File: config.mk
export PLATFORM = sky130hd
export DESIGN_NAME = me_sad_engine_flat
export DESIGN_NICKNAME = d
export VERILOG_FILES = /design/src/rtl/me_sad_engine_pkg.sv /design/src/rtl/me_sad_engine_if.sv /design/src/rtl/me_sad_engine_accum.sv /design/src/rtl/me_sad_engine.sv /design/src/flat_wrapper.sv
export SDC_FILE = /design/constraint.sdc
export NUM_CORES = 1
export LEC_CHECK = 0
export ABC_AREA = 1
export CORE_ASPECT_RATIO = 0.7
export CORE_MARGIN = 5
export CORE_UTILIZATION = 60
export CTS_BUF_LIST = sky130_fd_sc_hd__clkbuf_4
export DETAILED_ROUTE_END_ITERATION = 10
export GPL_TIMING_DRIVEN = 0
export PLACE_DENSITY = 0.82
export REMOVE_ABC_BUFFERS = 1
export SYNTH_ARGS = -nofsm -noshare
export SYNTH_HDL_FRONTEND = slang
export SYNTH_HIERARCHICAL = 1
export SYNTH_SLANG_ARGS = --single-unit
File: constraint.sdc
create_clock -name clock -period 19.25 [get_ports clock]
set_input_delay 1.925 -clock clock [delete_from_list [all_inputs] [get_ports clock]]
set_output_delay 1.925 -clock clock [all_outputs]
set_load 0.01 [all_outputs]
File: src/rtl/me_sad_engine_pkg.sv
// Shared types and width helpers for the block-matching motion estimator.
package me_pkg;

  typedef enum logic [1:0] {
    IDLE  = 2'd0,
    RUN   = 2'd1,
    DRAIN = 2'd2,
    DONE  = 2'd3
  } state_t;

  // Tag vector fields are wide enough for RANGE up to 128.
  localparam int TAG_VW = 8;

  typedef struct packed {
    logic                     valid;
    logic                     last;
    logic signed [TAG_VW-1:0] dx;
    logic signed [TAG_VW-1:0] dy;
  } tag_t;

  localparam tag_t TAG_IDLE = '{valid: 1'b0, last: 1'b0, dx: 8'sd0, dy: 8'sd0};

  function automatic int sad_w(input int pix_w, input int blk);
    return pix_w + 2 * $clog2(blk);
  endfunction

  function automatic int sw_edge(input int blk, input int range);
    return blk + 2 * range - 1;
  endfunction

  function automatic int addr_r_w(input int blk);
    return $clog2(blk * blk);
  endfunction

  function automatic int addr_s_w(input int blk, input int range);
    return $clog2(sw_edge(blk, range) * sw_edge(blk, range));
  endfunction

  function automatic int vec_w(input int range);
    return $clog2(range) + 1;
  endfunction

endpackage

File: src/rtl/me_sad_engine_if.sv
// Reference/search ROM port bundle; master is the engine, slave is the memory.
interface me_sad_engine_if #(
  parameter int PIX_W = 8,
  parameter int BLK   = 16,
  parameter int RANGE = 8
) ();
  import me_pkg::*;

  localparam int AR_W = addr_r_w(BLK);
  localparam int AS_W = addr_s_w(BLK, RANGE);

  logic [AR_W-1:0]  AddressR;
  logic [PIX_W-1:0] R;
  logic [AS_W-1:0]  AddressS;
  logic [PIX_W-1:0] S;

  modport master (output AddressR, output AddressS, input R, input S);
  modport slave  (input AddressR, input AddressS, output R, output S);

endinterface

File: src/rtl/me_sad_engine_accum.sv
// Stages 1-2: abs-diff, SAD accumulate, best compare and early-termination abort.
module me_sad_accum
  import me_pkg::*;
#(
  parameter int PIX_W = 8,
  parameter int BLK   = 16,
  parameter int RANGE = 8,
  localparam int SAD_W = sad_w(PIX_W, BLK),
  localparam int V_W   = vec_w(RANGE)
) (
  input  logic                  clock,
  input  logic                  reset,
  input  logic                  i_start,
  input  logic                  i_early,
  input  tag_t                  i_tag0,
  input  logic [PIX_W-1:0]      i_r,
  input  logic [PIX_W-1:0]      i_s,
  output logic                  o_cut,
  output logic [SAD_W-1:0]      o_best,
  output logic signed [V_W-1:0] o_mx,
  output logic signed [V_W-1:0] o_my
);

  tag_t                  r_tag1;
  logic [SAD_W-1:0]      r_acc;
  logic [SAD_W-1:0]      r_best;
  logic signed [V_W-1:0] r_mx;
  logic signed [V_W-1:0] r_my;
  logic                  r_have_best;

  logic [PIX_W-1:0]      w_diff;
  logic [SAD_W-1:0]      w_sum;
  logic                  w_take;
  logic                  w_abort;
  logic                  w_same_cand;

  // Abs-diff, running sum, strict-less compare and abort decision
  always_comb begin
    if (i_r >= i_s) begin
      w_diff = i_r - i_s;
    end else begin
      w_diff = i_s - i_r;
    end
    w_sum       = r_acc + SAD_W'(w_diff);
    w_take      = r_tag1.valid && r_tag1.last && (!r_have_best || (w_sum < r_best));
    w_abort     = i_early && r_tag1.valid && !r_tag1.last && r_have_best && (w_sum >= r_best);
    w_same_cand = (i_tag0.dx == r_tag1.dx) && (i_tag0.dy == r_tag1.dy);
    // The read in stage 0 is dropped only if it belongs to the aborted candidate
    o_cut       = w_abort && i_tag0.valid && w_same_cand;
  end

  // Stage-1 tag, travelling alongside the ROM read data
  always_ff @(posedge clock) begin
    if (reset) begin
      r_tag1 <= TAG_IDLE;
    end else if (o_cut) begin
      r_tag1 <= TAG_IDLE;
    end else begin
      r_tag1 <= i_tag0;
    end
  end

  // SAD accumulator, cleared at each candidate boundary or abort
  always_ff @(posedge clock) begin
    if (reset) begin
      r_acc <= {SAD_W{1'b0}};
    end else if (i_start) begin
      r_acc <= {SAD_W{1'b0}};
    end else if (r_tag1.valid && (r_tag1.last || w_abort)) begin
      r_acc <= {SAD_W{1'b0}};
    end else if (r_tag1.valid) begin
      r_acc <= w_sum;
    end else begin
      r_acc <= r_acc;
    end
  end

  // Best SAD and vector; previous results stay visible until the first compare
  always_ff @(posedge clock) begin
    if (reset) begin
      r_best      <= {SAD_W{1'b0}};
      r_mx        <= {V_W{1'b0}};
      r_my        <= {V_W{1'b0}};
      r_have_best <= 1'b0;
    end else if (i_start) begin
      r_have_best <= 1'b0;
    end else if (w_take) begin
      r_best      <= w_sum;
      r_mx        <= V_W'(r_tag1.dx);
      r_my        <= V_W'(r_tag1.dy);
      r_have_best <= 1'b1;
    end else begin
      r_have_best <= r_have_best;
    end
  end

  assign o_best = r_best;
  assign o_mx   = r_mx;
  assign o_my   = r_my;

endmodule

File: src/rtl/me_sad_engine.sv
// Full-search motion estimator top: FSM, scan counters and ROM address issue (stage 0).
module me_sad_engine
  import me_pkg::*;
#(
  parameter int PIX_W = 8,
  parameter int BLK   = 16,
  parameter int RANGE = 8,
  localparam int SAD_W = sad_w(PIX_W, BLK),
  localparam int V_W   = vec_w(RANGE)
) (
  input  logic                  clock,
  input  logic                  reset,
  input  logic                  start,
  input  logic                  early_term,
  me_sad_engine_if.master       mem,
  output logic [SAD_W-1:0]      BestDist,
  output logic signed [V_W-1:0] motionX,
  output logic signed [V_W-1:0] motionY,
  output logic                  busy,
  output logic                  completed
);

  localparam int SW   = sw_edge(BLK, RANGE);
  localparam int AR_W = addr_r_w(BLK);
  localparam int AS_W = addr_s_w(BLK, RANGE);
  localparam int IJ_W = $clog2(BLK);
  localparam logic [IJ_W-1:0]       IJ_MAX  = IJ_W'(BLK - 1);
  localparam logic [IJ_W-1:0]       IJ_ONE  = IJ_W'(1);
  localparam logic signed [V_W-1:0] V_MIN   = V_W'(-RANGE);
  localparam logic signed [V_W-1:0] V_MAX   = V_W'(RANGE - 1);
  localparam logic signed [V_W-1:0] V_ONE   = V_W'(1);
  // Two extra drain cycles after the final accumulate give the fixed completion latency
  localparam logic [1:0]            DRAIN_LAST = 2'd2;

  state_t                r_state, w_state_next;
  logic [1:0]            r_drain_cnt;
  logic                  r_busy, r_completed, w_busy_next, w_completed_next;
  logic                  r_early;
  logic [IJ_W-1:0]       r_i, r_j, w_i_next, w_j_next;
  logic signed [V_W-1:0] r_dx, r_dy, w_dx_next, w_dy_next;
  tag_t                  r_tag0, w_tag0_next;
  logic [AR_W-1:0]       r_addr_r, w_addr_r_next;
  logic [AS_W-1:0]       r_addr_s, w_addr_s_next;
  int                    w_row, w_col;
  logic                  w_accept, w_cut, w_pix_last, w_cand_last, w_cand_end, w_search_end;

  assign w_accept     = start && ((r_state == IDLE) || (r_state == DONE));
  assign w_pix_last   = (r_i == IJ_MAX) && (r_j == IJ_MAX);
  assign w_cand_last  = (r_dx == V_MAX) && (r_dy == V_MAX);
  assign w_cand_end   = w_pix_last || w_cut;
  assign w_search_end = (r_state == RUN) && w_cand_end && w_cand_last;

  // State register
  always_ff @(posedge clock) begin
    if (reset) begin
      r_state <= IDLE;
    end else begin
      r_state <= w_state_next;
    end
  end

  // Next-state logic
  always_comb begin
    w_state_next = r_state;
    case (r_state)
      IDLE:    if (w_accept) w_state_next = RUN; else w_state_next = IDLE;
      RUN:     if (w_search_end) w_state_next = DRAIN; else w_state_next = RUN;
      DRAIN:   if (r_drain_cnt == DRAIN_LAST) w_state_next = DONE; else w_state_next = DRAIN;
      DONE:    if (w_accept) w_state_next = RUN; else w_state_next = DONE;
      default: w_state_next = IDLE;
    endcase
  end

  // Output decode from the next state so busy/completed are registered
  always_comb begin
    w_busy_next      = (w_state_next == RUN) || (w_state_next == DRAIN);
    w_completed_next = (w_state_next == DONE);
  end

  // Status output registers
  always_ff @(posedge clock) begin
    if (reset) begin
      r_busy      <= 1'b0;
      r_completed <= 1'b0;
    end else begin
      r_busy      <= w_busy_next;
      r_completed <= w_completed_next;
    end
  end

  // Drain cycle counter
  always_ff @(posedge clock) begin
    if (reset) begin
      r_drain_cnt <= 2'd0;
    end else if (r_state == DRAIN) begin
      r_drain_cnt <= r_drain_cnt + 2'd1;
    end else begin
      r_drain_cnt <= 2'd0;
    end
  end

  // Scan position: dy outer, dx inner, then row-major pixels; abort skips to the next candidate
  always_comb begin
    w_i_next  = r_i;
    w_j_next  = r_j;
    w_dx_next = r_dx;
    w_dy_next = r_dy;
    if (w_accept) begin
      w_i_next  = {IJ_W{1'b0}};
      w_j_next  = {IJ_W{1'b0}};
      w_dx_next = V_MIN;
      w_dy_next = V_MIN;
    end else if ((r_state == RUN) && !w_search_end) begin
      if (w_cand_end) begin
        w_i_next = {IJ_W{1'b0}};
        w_j_next = {IJ_W{1'b0}};
        if (r_dx == V_MAX) begin
          w_dx_next = V_MIN;
          w_dy_next = r_dy + V_ONE;
        end else begin
          w_dx_next = r_dx + V_ONE;
        end
      end else if (r_j == IJ_MAX) begin
        w_j_next = {IJ_W{1'b0}};
        w_i_next = r_i + IJ_ONE;
      end else begin
        w_j_next = r_j + IJ_ONE;
      end
    end else begin
      w_i_next = r_i;
    end
  end

  // Stage-0 tag and ROM addresses for the next issued pixel pair
  always_comb begin
    w_tag0_next       = TAG_IDLE;
    w_tag0_next.valid = w_accept || ((r_state == RUN) && !w_search_end);
    w_tag0_next.last  = (w_i_next == IJ_MAX) && (w_j_next == IJ_MAX);
    w_tag0_next.dx    = TAG_VW'(w_dx_next);
    w_tag0_next.dy    = TAG_VW'(w_dy_next);
    w_row             = int'(w_i_next) + int'(w_dy_next) + RANGE;
    w_col             = int'(w_j_next) + int'(w_dx_next) + RANGE;
    if (w_tag0_next.valid) begin
      w_addr_r_next = {w_i_next, w_j_next};
      w_addr_s_next = AS_W'(w_row * SW + w_col);
    end else begin
      w_addr_r_next = r_addr_r;
      w_addr_s_next = r_addr_s;
    end
  end

  // Stage-0 registers: scan position, tag, addresses and latched mode
  always_ff @(posedge clock) begin
    if (reset) begin
      r_i      <= {IJ_W{1'b0}};
      r_j      <= {IJ_W{1'b0}};
      r_dx     <= {V_W{1'b0}};
      r_dy     <= {V_W{1'b0}};
      r_tag0   <= TAG_IDLE;
      r_addr_r <= {AR_W{1'b0}};
      r_addr_s <= {AS_W{1'b0}};
      r_early  <= 1'b0;
    end else begin
      r_i      <= w_i_next;
      r_j      <= w_j_next;
      r_dx     <= w_dx_next;
      r_dy     <= w_dy_next;
      r_tag0   <= w_tag0_next;
      r_addr_r <= w_addr_r_next;
      r_addr_s <= w_addr_s_next;
      r_early  <= w_accept ? early_term : r_early;
    end
  end

  me_sad_accum #(
    .PIX_W (PIX_W),
    .BLK   (BLK),
    .RANGE (RANGE)
  ) u_accum (
    .clock   (clock),
    .reset   (reset),
    .i_start (w_accept),
    .i_early (r_early),
    .i_tag0  (r_tag0),
    .i_r     (mem.R),
    .i_s     (mem.S),
    .o_cut   (w_cut),
    .o_best  (BestDist),
    .o_mx    (motionX),
    .o_my    (motionY)
  );

  assign mem.AddressR = r_addr_r;
  assign mem.AddressS = r_addr_s;
  assign busy         = r_busy;
  assign completed    = r_completed;

endmodule

File: src/flat_wrapper.sv
// flat-port wrapper written by rule: the top's interface ports become plain ports
module me_sad_engine_flat import me_pkg::*;
#(
  parameter int PIX_W = 8,
  parameter int BLK   = 16,
  parameter int RANGE = 8,
  localparam int SAD_W = sad_w(PIX_W, BLK),
  localparam int V_W   = vec_w(RANGE)
)
  (clock, reset, start, early_term, BestDist, motionX, motionY, busy, completed, mem_AddressR, mem_AddressS, mem_R, mem_S);
  me_sad_engine_if #(.PIX_W(PIX_W), .BLK(BLK), .RANGE(RANGE)) mem_i ();
  input  logic clock;
  input  logic reset;
  input  logic start;
  input  logic early_term;
  output logic [SAD_W-1:0] BestDist;
  output logic signed [V_W-1:0] motionX;
  output logic signed [V_W-1:0] motionY;
  output logic busy;
  output logic completed;
  output wire logic [$bits(mem_i.AddressR)-1:0] mem_AddressR;
  output wire logic [$bits(mem_i.AddressS)-1:0] mem_AddressS;
  input wire logic [$bits(mem_i.R)-1:0] mem_R;
  input wire logic [$bits(mem_i.S)-1:0] mem_S;
  assign mem_AddressR = mem_i.AddressR;
  assign mem_AddressS = mem_i.AddressS;
  assign mem_i.R = mem_R;
  assign mem_i.S = mem_S;
  me_sad_engine #(.PIX_W(PIX_W), .BLK(BLK), .RANGE(RANGE)) u_core (.clock(clock), .reset(reset), .start(start), .early_term(early_term), .mem(mem_i), .BestDist(BestDist), .motionX(motionX), .motionY(motionY), .busy(busy), .completed(completed));
endmodule
# --- Word level (Yosys, flattened, before mapping) ---
# Cells that the tools add are included.
classes:
  magnitude_cmp: 3
  n_reduce_logical: 32
  n_mux: 22
  n_addsub: 13
  eq_ne: 15
  mul: 1
  bitwise: 2
ops:
  columns: ["op", "count"]
  rows:
  - ["$mux W4", 16]
  - ["$add A32 B5 Y32 const B", 1]
  - ["$mul A32 B6 Y10 const B", 1]
  - ["$eq A4 B4 Y1 const B", 6]
  - ["$logic_and A1 B1 Y1", 17]
  - ["$add A16 B8 Y16", 1]
  - ["$ge A16 B16 Y1", 1]
  - ["$lt A16 B16 Y1", 1]
  - ["$sub A8 B8 Y8", 2]
  - ["$add A5 B4 Y6", 2]
  - ["$add A10 B10 Y10", 1]
  - ["$add A10 B5 Y10 const B", 1]
  - ["$eq A2 B2 Y1 const B", 5]
  - ["$add A4 B1 Y4 const B", 2]
  - ["$add A4 B2 Y4 const B", 2]
  - ["$eq A4 B4 Y1", 2]
  - ["$ge A8 B8 Y1", 1]
  - ["$mux W8", 1]
  - ["$pmux W2 S4", 1]
  - ["$logic_or A1 B1 Y1", 6]
  - ["$reduce_or A2 Y1", 3]
  - ["$eq A2 B1 Y1 const B", 2]
  - ["$mux W2", 2]
  - ["$logic_not A1 Y1", 3]
  - ["6 further kinds", 8]
word_totals:
  output_inout_bits: 44
  ff_bits: 102
  inputBits: 20
  wordCells: 112

# --- Depth between registers and ports, before layout ---
depth:
  depth_word: 18
  mapped_depth: 70
  ltp_nobuf: 70

# --- Hierarchy ---
# Netlist, hierarchy kept.
by_module_without_submodules:
  columns: ["module", "cells_per_inst", "area_each_um2", "n_inst", "seq_area_each_um2"]
  rows:
  - ["me_sad_accum", 681, 4386.7, 1, 1181.1]
  - ["me_sad_engine", 445, 3583.4, 1, 860.8]

# --- Worst setup path before layout ---
# OpenSTA, ideal clock, no wires.
synth_path:
  path_type: "input -> register"
  from: "input port mem_R[0]"
  to: "register u_core.r_addr_s[8], in the netlist u_core/mem.AddressS[8]"
  slack_ps: 8367
  arrival_time_ps: 10814
  cell_stages: 62
  n_path_buf: 0
  required_time_ps: 19181
  setup_ps: 69
  path_cell_list: "inv_1 ha_1 inv_1 fa_1 inv_1 nor2_1 o21ai_0 nand3_2 inv_2 nand2_1 nand2_1 nand2_1 nand2_1 inv_1 ha_1 nand2_1 nor2_1 nand3_1 [26 not listed] nand3_1 nand3_2 xor2_2 fa_1 fa_1 inv_1 fa_1 inv_1 fa_1 inv_1 ha_1 a21oi_1 o21ai_0 a21oi_1 nor2_1 o21ai_0 nand2_1 o21ai_1"
synth_via:
  elab_chain_cells: 18
  word_cells_on_any_way: 33
  classes_between: "add/sub (8); mul (1); order compare (2); mux (13); reduce/logical (9)"
synth_lines:
  columns: ["element", "line", "text"]
  rows:
  - ["from (decl)", "flat_wrapper.sv:23", "input wire logic [$bits(mem_i.R)-1:0] mem_R;"]
  - ["$sub A8 B8 Y8, or another cell as far along", "me_sad_engine_accum.sv:42", "w_diff = i_s - i_r;"]
  - ["$mux W8 *", "me_sad_engine_accum.sv:39", "if (i_r >= i_s) begin"]
  - ["$add A16 B8 Y16 *", "me_sad_engine_accum.sv:44", "w_sum = r_acc + SAD_W'(w_diff);"]
  - ["via u_core.u_accum.w_sum[15]", "me_sad_engine_accum.sv:32", "logic [SAD_W-1:0] w_sum;"]
  - ["$ge A16 B16 Y1 *", "me_sad_engine_accum.sv:46", "w_abort = i_early && r_tag1.valid && !r_tag1.last && r_have_best && (w_sum >= r_best);"]
  - ["$logic_and A1 B1 Y1 *", "me_sad_engine_accum.sv:46", null]
  - ["$logic_and A1 B1 Y1 * (2 in a row)", "me_sad_engine_accum.sv:49", "o_cut = w_abort && i_tag0.valid && w_same_cand;"]
  - ["via u_core.w_cut", "me_sad_engine.sv:45", "logic w_accept, w_cut, w_pix_last, w_cand_last, w_cand_end, w_search_end;"]
  - ["[4 not listed]", null, null]
  - ["$logic_and A1 B1 Y1", "me_sad_engine.sv:113", "end else if ((r_state == RUN) && !w_search_end) begin"]
  - ["$mux W4 *", "me_sad_engine.sv:113", null]
  - ["$mux W4 *", "me_sad_engine.sv:108", "if (w_accept) begin"]
  - ["via u_core.w_dy_next[1]", "me_sad_engine.sv:40", "logic signed [V_W-1:0] r_dx, r_dy, w_dx_next, w_dy_next;"]
  - ["$add A5 B4 Y6 *", "me_sad_engine.sv:141", "w_row = int'(w_i_next) + int'(w_dy_next) + RANGE;"]
  - ["$add A32 B5 Y32 *", "me_sad_engine.sv:141", null]
  - ["$mul A32 B6 Y10 *", "me_sad_engine.sv:145", "w_addr_s_next = AS_W'(w_row * SW + w_col);"]
  - ["$add A10 B10 Y10 *", "me_sad_engine.sv:145", null]
  - ["to (signal assigned)", "me_sad_engine.sv:161", "r_addr_s <= {AS_W{1'b0}};"]
  - ["to (signal assigned)", "me_sad_engine.sv:170", "r_addr_s <= w_addr_s_next;"]
  - ["to (decl)", "me_sad_engine.sv:43", "logic [AS_W-1:0] r_addr_s, w_addr_s_next;"]
# Mark *: on every way through the listed nets, which the timed path passes. The rest lies on a longest branch.
# A chain may end at the register's enable or synchronous reset.

# --- Final worst setup path ---
layout_path:
  from: "input port mem_R[0]"
  to: "register u_core.r_addr_s[9], in the netlist u_core/mem.AddressS[9]"
# Same word-level chain as after synthesis.

==> results.md <==
* Status: complete, no violations
* Post-Route WL at 17800 microns
* EDFF count, synth at 0
* DIE HEIGHT at 106 microns
* Top cells by area, synth: dfxtp_1 26%, ha_1 13%, nand2_1 10%, inv_1 10%, fa_1 7.3%
* Clk_skew at 27.1 ps
* Met3 Use GR at 4.69%
* Worst Setup Start Kind: input port
* Routed via count at 6941
* Clk Tree Root Cell: clkbuf_4
* Post-CTS Hold Buffers at 0
* Clock-pin transition on the worst setup and hold timing paths at 180 ps
* CP max stage cell: fa_1
* Port bufs at 63
* Worst-Margin Slew at 1210 ps
* Primary FF master, synth: dfxtp_1
* Crit path top cell by count: nand2_1
* Cells after Synth at 1126
* Async S/R FF share, synth at 0%
* Antenna violations before repair at 0
* Setup TNS at 0 ps
* Hold_ws at 428 ps
* Antenna viol nets, final at 0
* Peak VDD IR at 53.4 uV
* Mean Syn Cell Area at 7.08 sq um
* PwrDens at 70.3 nW/um^2
* RSZ-0062 raised after global routing: false
* Pin count of the biggest net entering global routing at 48
* GRT overflow at 0
* Core Box Area at 13100 sq um
* GRT Max-Usage Layer: met2
* Hold path startpoint: u_core/r_tag0[16]$_SDFF_PP0_
* Leakage at 4.36 nW
* Number of placement rows at 35
* CTS Buf Count at 9
* CP peak stage delay at 570 ps
* Critical Path RT at 19650 ps
* Tmin final at 12870 ps
* Worst path arrival time at 13270 ps
* Critical path type: input port to flip-flop
* Seq/Total Area, Yosys at 25.6%
* Synth area leader: dfxtp_1
* Synth Warn # at 6
* Synth-to-Final Area Change at 10.4%
* Yosys reg bits at 102
* Diodes inserted at 0
* Fmax at 77.7 MHz
* Die width at 148 microns
* Slew HR at 18.9%
* Final Wtd Congestion at 0.925
* Clock Latency Late Sink at 480 ps
* Post-cts repair resize count at 0
* Clk buf depth at 2
* # DRC at 0
* Nets at 1308
* Hold violation count in the final report at 0
* First DRT Iteration DRCs at 425
* Reg-to-reg slack, setup at 9560 ps
* Yosys cell types at 49
* I/O pin cnt at 64
* Period utilization at 66.8%
* Worst reg2reg startpoint: u_core/u_accum/r_acc[0]$_SDFFE_PP0P_
* First-pass GRT wire length at 30800 microns
* Max-Cap Viols at 0
* Fin. max-slew vios at 0
* Post-synth top area share at 25.6%
* CTS Sinks at 102
* Type of element capturing the critical path: flip-flop
* Met2 usage at 36.0%
* Setup Fix Bufs, Post-CTS at 0
* CTS tree: built
* Number of global-route vias before repair at 6725
* Synth Cell Area at 7970 sq um
* CTS HTree Levels at 3
* HPWL Detailed at 14000 microns
* Hold Crit Class: flip-flop to flip-flop
* Routed len/inst at 13.2 microns
* Share of post-route cells with drive strength above 1 at 6.94%
* Final setup vio count at 0
* Via density per instance at 5.15
* Initial core utilization at 60.9%
* Crit path from: mem_R[0]
* Drt pass-1 iters at 5
* Total die area at 15700 sq um
* GRT Total Usage at 23.5%
* Crit path max fanout at 11
* GRT met1 Usage at 34.0%
-- where the power goes --
| group | leakage [nW] | switching [W] | internal (W) |
|---|---|---|---|
| Sequential | 0.827 | 0.00000742 | 0.000221 |
| Combinational | 3.46 | 0.000167 | 0.000111 |
| Clock | 0.0749 | 0.0000816 | 0.0000299 |
-- routing by layer --
layer	routed length, microns	part of all wire [%]
met5	0	0
met4	215	1.2
met3	1030	5.8
met2	7410	42
met1	9130	51
-- logic make-up (layout without fill, tap and decap cells) --
kind of cell             Yosys count  in the layout  share of synthesized area [%]
AO/OA/AOI/OAI                    124            124                           8.67
adder cells (fa/ha/maj)          112            112                           20.3
buffers and inverters            257            312                           13.1
XOR/XNOR                          24             24                           2.83
flip-flops                       102            102                           25.6
multiplexers                       5              5                          0.628
AND/OR/NAND/NOR                  502            502                           28.9
-- final timing paths --
path,endpoint,cells past startpoint
min reg2reg,u_core/u_accum/r_tag1[16]$_SDFF_PP0_,2
max reg2reg,u_core/mem.AddressS[9]$_SDFFE_PP0P_,49
max,u_core/mem.AddressS[9]$_SDFFE_PP0P_,68
min,u_core/u_accum/r_tag1[16]$_SDFF_PP0_,2
-- critical path, delay by kind of cell --
kind / cells / cell delay [ps]
AO/OA/AOI/OAI: 5 / 940
XOR/XNOR: 1 / 270
AND/OR/NAND/NOR: 36 / 4230
adder cells (fa/ha/maj): 12 / 4530
buffers and inverters: 14 / 1360
-- registers in the layout, indices dropped and copies added (netlist names), 2 cells and up --
name,count
u_core/u_accum/o_mx,4
u_core/r_j,4
u_core/r_tag0,10
u_core/mem.AddressS,10
u_core/u_accum/o_best,16
u_core/u_accum/r_acc,16
u_core/r_drain_cnt,2
u_core/mem.AddressR,8
u_core/r_state,2
u_core/r_i,4
u_core/u_accum/r_tag1,18
u_core/u_accum/o_my,4
-- through the flow --
stage | cells | utilization, % | setup slack [ps] | total power [W] | area [sq um]
floorplan | 1101 | - | 8110 | 0.000437 | 7800
global placement | 1330 | 66.0 | 6140 | 0.000498 | 8640
detailed placement | 1331 | 66.2 | 5980 | 0.000509 | 8670
CTS | 1347 | 67.2 | 6490 | 0.000623 | 8800
global route | 1347 | 67.2 | 5370 | 0.000675 | 8800
finish | 1347 | 67.2 | 6380 | 0.000618 | 8800
-- layout make-up --
class	instances	area, sq um
Multi-Input combinational cell	767	4900
Fill cell	1114	4290
Sequential cell	102	2040
Inverter	232	871
Timing Repair Buffer	64	651
Tap cell	166	208
Clock buffer	9	67.6
Clock inverter	7	65.1
-- synthesized netlist by cell type, drive strengths merged, types with 5 or more instances --
library cell and number:
xnor2 5, or2 8, clkbuf 5, mux2i 5
buf 20, nand3 58, inv 231, a21oi 61
xor2 19, dfxtp 102, nor2 133, nand2 244
fa 29, nor4 6, o21ai 42, nor3 21
ha 83, nand4 15, nand3b 12
-- layout by cell type, fill, tap and decap left out, types with 3 or more instances in the layout --
cell type / synthesis / layout
nand2_2: 18 / 19
ha_1: 83 / 83
nand3_2: 6 / 6
inv_2: 10 / 10
and2_1: 3 / 3
nand4_1: 15 / 15
xor2_1: 17 / 17
o21ai_0: 35 / 35
nor2_4: 6 / 7
a22o_1: 3 / 3
inv_1: 221 / 221
mux2i_1: 5 / 5
nand3b_1: 12 / 12
a21o_1: 3 / 3
o21ai_1: 6 / 6
o21bai_1: 4 / 4
nor2_1: 121 / 120
clkbuf_4: 0 / 9
nand2_1: 222 / 221
clkdlybuf4s50_1: 0 / 63
nand2_4: 4 / 4
nand3_1: 51 / 51
fa_1: 29 / 29
nor4_1: 6 / 6
or2_2: 6 / 6
o2111ai_1: 3 / 3
xnor2_1: 5 / 5
dfxtp_1: 102 / 102
nor3_1: 19 / 19
nor2_2: 6 / 6
a21oi_1: 60 / 60
No activity file was read; power rests on OpenSTA's default activity.
